## config.mk

```make
export PLATFORM = sky130hd
export DESIGN_NAME = spongent_sponge_ctrl
export DESIGN_NICKNAME = d
export VERILOG_FILES = /design/src/rtl/spongent_sponge_ctrl.sv
export SDC_FILE = /design/constraint.sdc
export NUM_CORES = 1
export LEC_CHECK = 0
export ABC_AREA = 1
export CAP_MARGIN = 0
export CORE_AREA = 3 3 279 281
export CTS_CLUSTER_DIAMETER = 120
export DETAILED_ROUTE_END_ITERATION = 16
export DIE_AREA = 0 0 282 284
export GPL_TIMING_DRIVEN = 0
export PLACE_DENSITY = 0.54
export SYNTH_ARGS = -nofsm -noshare
export SYNTH_HDL_FRONTEND = slang
export SYNTH_SLANG_ARGS = --single-unit
```

## constraint.sdc

```tcl
create_clock -name clk -period 2.3 [get_ports clk]
set_input_delay 0.69 -clock clk [delete_from_list [all_inputs] [get_ports clk]]
set_output_delay 0.69 -clock clk [all_outputs]
set_load 0.02 [all_outputs]
```

## src/rtl/spongent_sponge_ctrl.sv

```systemverilog
// spongent_sponge_ctrl: sponge absorb/squeeze sequencer driving an external Spongent permutation core
module spongent_sponge_ctrl #(
    parameter int STATE_W   = 264,
    parameter int RATE_W    = 88,
    parameter int N_SQUEEZE = 1
) (
    input  logic               clk,
    input  logic               rst,
    input  logic [RATE_W-1:0]  in_data,
    input  logic               in_valid,
    input  logic               in_last,
    output logic               in_ready,
    output logic [RATE_W-1:0]  out_data,
    output logic               out_valid,
    output logic               out_last,
    input  logic               out_ready,
    output logic               busy,
    output logic [STATE_W-1:0] perm_state_in,
    output logic               perm_en,
    input  logic [STATE_W-1:0] perm_state_out,
    input  logic               perm_rdy
);
    localparam int CW = $clog2(N_SQUEEZE) + 1;
    typedef enum logic [2:0] {IDLE, ABSORB, PERM_ABS, SQUEEZE, PERM_SQ} state_t;
    state_t             st;
    logic [STATE_W-1:0] state_r;
    logic [CW-1:0]      cnt;
    logic               last_r;
    logic               first;
    assign out_data      = state_r[RATE_W-1:0];
    assign perm_state_in = state_r;
    always_ff @(posedge clk) begin
        if (rst) begin
            st        <= IDLE;
            state_r   <= '0;
            cnt       <= '0;
            last_r    <= 1'b0;
            first     <= 1'b0;
            in_ready  <= 1'b1;
            out_valid <= 1'b0;
            out_last  <= 1'b0;
            perm_en   <= 1'b0;
            busy      <= 1'b0;
        end else begin
            case (st)
                IDLE, ABSORB: if (in_valid) begin
                    state_r[RATE_W-1:0] <= state_r[RATE_W-1:0] ^ in_data;
                    last_r   <= in_last;
                    first    <= 1'b1;
                    st       <= PERM_ABS;
                    in_ready <= 1'b0;
                    perm_en  <= 1'b1;
                    busy     <= 1'b1;
                end
                PERM_ABS, PERM_SQ: begin
                    first <= 1'b0;
                    // rdy seen in the first cycle is left over from the previous run
                    if (!first && perm_rdy) begin
                        state_r <= perm_state_out;
                        perm_en <= 1'b0;
                        if (st == PERM_SQ || last_r) begin
                            st        <= SQUEEZE;
                            out_valid <= 1'b1;
                            out_last  <= cnt == CW'(N_SQUEEZE - 1);
                        end else begin
                            st       <= ABSORB;
                            in_ready <= 1'b1;
                        end
                    end
                end
                SQUEEZE: if (out_ready) begin
                    out_valid <= 1'b0;
                    out_last  <= 1'b0;
                    if (out_last) begin
                        cnt      <= '0;
                        state_r  <= '0;
                        st       <= IDLE;
                        in_ready <= 1'b1;
                        busy     <= 1'b0;
                    end else begin
                        cnt     <= cnt + 1'b1;
                        st      <= PERM_SQ;
                        perm_en <= 1'b1;
                        first   <= 1'b1;
                    end
                end
                default: st <= IDLE;
            endcase
        end
    end
endmodule
```

==> reports/results.ini <==
[placed_design]
placed_area_mm2=0.02282
post-dp-hpwl_mm=57.74
io_buffer_count=714
globalplace.congestion=0.8724

[route]
vias_per_cell=4.125
vias=16390
post_drt_wl_per_cell_um=18.63
drt_pre_antenna_iters=5
antenna_left=0
dr_wl_met2_mm=35.93
wl_met3_mm=6.526
drt_iter0_markers=707
wl_mm=74.05
m1WireLength_mm=29.54
highest_layer=met5
post-route-drc-count=0

[critical_path]
critPathKind=reg2out
path_depth=1
reg2reg_from=st[2]
path_cells=clkdlybuf4s50_1
crit_fanout=2
worstPathArrival_ns=1.57
critPathCaptureType=output pin
cpPeakStageDelay_ns=0.65
crit_path_top_delay_cell=clkdlybuf4s50_1
reg2reg_depth=9
critPathLaunchType=flip-flop
reg2reg_slack_ns=0.14
path_delay_family=buffers and inverters
critPathBufInv=1
required_ns=1.61
r2r-end=perm_state_in[21]

[yosys]
yosysSeqAreaShare=0.3809
syn_area_mm2=0.01445
ys_types=20
syn_inst=2197
synth_nets=2555
syn_avg_cell_area_um2=6.579
ys_warn_count=0
synth_seq_cells=275

[power_and_ir_drop]
ir_drop_uv=679.5
swShare=0.4239
pwr-share-comb=0.491
p_leak_uw=0.01095
switching_power_uw=11330
powerDensity_mw_per_mm2=1107
p_int_uw=15400
pwr-share-seq=0.272
clkPwrFrac=0.237

[layout]
post-route-cell-area_mm2=0.02414
multi_input_area_mm2=0.006496
largest_reg_flops=264
fill_cells=8296
finish.net_count=3315
seq_area_mm2=0.005552
drive_above_1_share=0.09487
area_growth_pct=67.02

[timing]
tns_ns=0
skew_ns=0.01121
drv_slew=0
finalSetupViolations=0
rsz0062_at_grt=no
hold_viol=0
timing.fmax_mhz=442.6
post-route-min-period_ns=2.259
hold_slack_ns=0.4582
max-slew-margin-rel=0.5186
worst_pin_slew_ns=0.7221
finalCritPeriodShare=0.9824

[hold_path]
hp-class=reg2reg
holdCritStartpoint=perm_state_in[93]
min_path_cells=2
min_to=perm_state_in[93]

[floorplanning]
pin_count=715
die_y_um=284
dieArea_mm2=0.08009
die_w_um=282
start_util=0.1909
core-area_mm2=0.07570
rows=101

[clocking]
cts_made_buffers=38
cts_tree=yes
worstSkewPairLatency_ns=0.54
holdBufCountCts=0
cts.path.max_buffers=3
cts.sinks=275
path_clk_slew_ns=0.06
cts_root_buffer=clkbuf_16
cts_max_level=2

[global_route]
grt_pass1_wl_mm=105.5
grt_overflow=0
grt_max_degree=12
antenna_found_initial=23
grt_pass1_vias=15930
track_usage=0.1758

[flow_run]
cap_violations=0

[status]
outcome=finished clean

==> cell usage in the layout (no fill, tap or decap), types with 5 or more instances in the layout <==
cell type / count
buf_2: 66
buf_4: 105
bufinv_16: 5
buf_1: 8
inv_1: 278
a21oi_1: 187
clkdlybuf4s50_1: 508
dlymetal6s2s_1: 17
nor2_1: 361
nand3_1: 6
xnor2_1: 88
clkbuf_1: 73
diode_2: 13
clkbuf_8: 8
dlygate4sd2_1: 189
o21ai_0: 92
clkbuf_16: 39
clkbuf_2: 13
nand4_1: 180
nand2_1: 467
dfxtp_2: 31
dfxtp_1: 242
==> routing by layer <==
layer	vias up	global-route usage
met5	-	0
met4	14	0.05496
met1	7389	0.2024
met3	105	0.05989
met2	548	0.3046
li1	8335	-
==> synthesized netlist by cell type <==
library cell / instances / share of area
a21oi_1: 187 / 0.065
a31oi_1: 1 / 0.00043
buf_1: 10 / 0.0026
buf_2: 69 / 0.024
buf_4: 98 / 0.051
clkbuf_1: 77 / 0.020
dfxtp_1: 275 / 0.38
inv_1: 278 / 0.072
inv_2: 1 / 0.00026
nand2_1: 468 / 0.12
nand3_1: 6 / 0.0021
nand3_2: 1 / 0.00069
nand4_1: 180 / 0.078
nor2_1: 361 / 0.094
nor2_4: 1 / 0.00078
nor3_1: 2 / 0.00069
o21ai_0: 92 / 0.032
o21ai_1: 1 / 0.00035
o21ai_4: 1 / 0.0011
xnor2_1: 88 / 0.053
==> stage by stage <==
step | setup WS, ns | total power (uW) | std cells | utilization
5_1_grt | 0.0002878 | 28560 | 3971 | 0.3188
3_3_place_gp | -1.016 | 21270 | 3889 | 0.3015
3_5_place_dp | -1.003 | 21310 | 3889 | 0.3015
6_report | 0.04052 | 26730 | 3974 | 0.3189
4_1_cts | 0.001359 | 27140 | 3960 | 0.3175
2_1_floorplan | 0.5797 | 14770 | 2197 | -
==> worst max path at each step <==
stage,startpoint,end,slack [ns]
finish,perm_state_in[239],perm_state_in[239],0.04
CTS,perm_state_in[81],out_data[81],0.001
global route,perm_state_in[147],perm_state_in[147],0.0003
floorplan,out_ready,perm_state_in[254],0.58
detailed placement,out_ready,perm_state_in[213],-1.00
global placement,out_ready,perm_state_in[213],-1.02
==> final cells by class <==
| class | count | area share |
|---|---|---|
| Inverter | 279 | 0.04338 |
| Clock inverter | 9 | 0.008137 |
| Clock buffer | 57 | 0.04654 |
| Antenna cell | 13 | 0.001348 |
| Sequential cell | 275 | 0.2300 |
| Multi-Input combinational cell | 1389 | 0.2691 |
| Timing Repair Buffer | 721 | 0.2912 |
| Buffer | 253 | 0.05960 |
| Tap cell | 978 | 0.05069 |
==> power groups by stage <==
stage	Clock (uW)	Sequential, uW	Combinational [uW]
after global routing	6730	7430	14400
final	6330	7280	13100
after floorplan	0	8330	6440
after CTS	6570	7310	13300
after detailed placement	0	7350	14000
after global placement	0	7350	13900
==> cell families (layout without fill, tap and decap cells) <==
group / Yosys count / in the layout / synth area share
simple gates: 1019 / 1019 / 0.2974
flops: 275 / 275 / 0.3809
buf+inv: 533 / 1319 / 0.1698
xor+xnor: 88 / 88 / 0.05332
other cells: 0 / 13 / 0
compound gates: 282 / 282 / 0.09851
==> what timing repair did <==
action                                  in CTS  in global routing
endpoints found under the setup margin     440                 89
resized for setup                          233                 40
setup buffers                                5                  2
pin swaps                                    2                  2
(Power assumes the default switching activity.)
==> edit, RTL diff (same settings) <==
Make the reset (`rst`) asynchronous in one clocked block.
--- a/src/rtl/spongent_sponge_ctrl.sv
+++ b/src/rtl/spongent_sponge_ctrl.sv
@@ -29,7 +29,7 @@
     logic               first;
     assign out_data      = state_r[RATE_W-1:0];
     assign perm_state_in = state_r;
-    always_ff @(posedge clk) begin
+    always_ff @(posedge clk or posedge rst) begin
         if (rst) begin
             st        <= IDLE;
             state_r   <= '0;
Check against the original RTL: differs if rst is asserted again (counterexample within 4 cycles, from zero or initial values and one cycle with rst high); with rst held inactive, the same outputs for 4 cycles.
==> edit against the original RTL <==
Wire length down 17%; sequential share of layout area up 7.3 points; via count down 18%; sequential cell count stayed put; final area decreased by 5.4%; total power rose by 40%; area after synthesis is 8.6% lower; worst setup slack better by 21 ps; global-route usage down 2.7 points; utilization fell by 1.7 points; fmax rose by 0.92%; die area did not move; clock power shrank 16%; critical path type unchanged; largest cell class unchanged.
==> edit: results (changes against the original RTL) <==
[grt]
antenna_found_initial=9  ; -61%
grt_pass1_vias=14040  ; -12%
grt_pass1_wl_um=90180  ; -15%
grt_max_degree=40  ; +28
grt_util_all_layers_pct=14.86  ; -2.7 points

[yosys]
synth_mux_area_share_pct=0.08528  ; +0.085 points
synthesis.nets=1955  ; -23%
synth-xor-area-share_pct=5.837  ; +0.50 points
ys_seq_area_share_pct=52.13  ; +14 points
ys_types=23  ; +15%
synthTopCellsByCount=nand2_1, dfrtp_1, o21ai_0, o21ai_1
synthArstFlopShare_pct=100.0  ; +100 points
synthTopCellsByArea=dfrtp_1, nand2_1, o21ai_0
synth_fa_ha_area_share_pct=0  ; unchanged
synth_warnings=0  ; unchanged
synth_compound_area_share_pct=10.62  ; +0.77 points
synth_ff_type=dfrtp_1

[drt]
first_iter_violations=490  ; -31%
viasPerCell=4.021  ; -2.5%
first_pass_iters=5  ; unchanged
ant_nets=0  ; unchanged
post_drt_wl_per_cell_um=18.34  ; -1.6%

[power]
p_leak_uw=0.01113  ; +1.6%
vdd_ir_drop_max_mv=0.6910  ; +1.7%

[cts]
cts-htree-levels=2  ; unchanged
cts_root_buffer=clkbuf_16
clk-insertion-delay-late_ps=540  ; about the same
ctsLongestPathBuffers=3  ; unchanged
cts_buffers=34  ; -11%
clk_pin_slew_worst_paths_ps=60  ; about the same

[placement]
dp_worst_setup_slack_ps=-408.4  ; +594.7 ps
portBuffers=714  ; unchanged
hpwl_um=49360  ; -15%
place.gp.congestion=0.8573  ; -1.7%
placed_area_um2=21740  ; -4.8%

[critical_path]
crit_fanout=2  ; unchanged
critPathSlowestCell=clkdlybuf4s50_1
critPathTopFamily=buffers and inverters
arrival_ps=1550  ; -20 ps
r2r_slack_ps=160  ; +20 ps
slowest_delay_ps=670  ; +20 ps

[hold_path]
hp-class=input port to asynchronous set/reset pin

[timing]
fin_crit_sh_pct=97.34  ; -0.90 points
slew_headroom_pct=55.36  ; +3.5 points
fin_skew_ps=15.95  ; +4.733 ps

[final_layout]
diodes=0  ; -13
largest_reg_flops=264  ; unchanged
final_nets=2720  ; -18%
layout-drive-gt1-share_pct=10.57  ; +1.1 points

[status]
outcome=complete, no violations

==> edit: metal layers <==
metal / vias to the layer above / GRT usage (%) / part of all wire, %
li1: 6572 / - / -
met5: - / 0 / 0.070
met4: 8 / 5.198 / 3.8
met2: 535 / 26.36 / 49
met3: 108 / 5.685 / 9.7
met1: 6296 / 16.01 / 37
==> edit: stage by stage <==
| stage | util, % | power [µW] | cells | setup TNS, ps | hold WS, ps |
|---|---|---|---|---|---|
| floorplan | - | 22260 | 1597 | -556340 | 446.4 |
| global placement | 28.51 | 33370 | 3289 | -1313890 | 464.1 |
| detailed placement | 28.72 | 33490 | 3297 | -90440 | 462.4 |
| CTS | 29.96 | 38100 | 3361 | 0 | 393.0 |
| global route | 30.17 | 40500 | 3362 | -3.225 | 417.4 |
| finish | 30.17 | 37520 | 3362 | 0 | 434.8 |
==> edit: worst paths after layout <==
path	to	from	depth (start not counted)
max reg2reg	out_last	st[1]	8
max in group asynchronous	perm_state_in[116]	rst	7
min	perm_state_in[215]	rst	2
min reg2reg	in_ready	in_ready	2
max	perm_state_in[231]	perm_state_in[231]	1
min in group clk	in_ready	in_ready	2
==> edit: cell type report <==
class / instances / area (µm²)
timing repair buffer: 729 / 7239
clock buffer: 49 / 988.4
multi-input combinational: 1119 / 5185
sequential: 275 / 6912
inverter: 12 / 48.80
fill: 8181 / 52860
clock inverter: 9 / 92.59
tap: 978 / 1224
buffer: 191 / 1146
==> edit: kinds of logic (layout without fill, tap and decap cells) <==
logic type             after synthesis  count (layout)
XOR/XNOR                            88              88
flip-flops                         275             275
multiplexers                         1               1
AND/OR/NAND/NOR                    751             751
buffers and inverters              203             990
AO/OA/AOI/OAI                      279             279
==> edit: worst reg2reg max path: stages (launching register included) <==
cell	delay [ps]
dfrtp_1	360
buf_2	170
nor2_1	130
nand2_1	90
nand2_2	300
clkbuf_1	450
o21ai_1	180
nor2_1	230
o21ai_0	100
==> edit: where the power goes <==
group          internal, µW  total [µW]  switching, µW
combinational          8860       22900          14000
sequential             7360        9320           1970
clock                  3110        5340           2230
total                 19300       37500          18200
==> edit: timing repair <==
item | CTS | global route
setup endpoints to repair | 253 | 264
gates resized for setup | 220 | 63
pin swaps | 0 | 1
setup buffers | 6 | 1
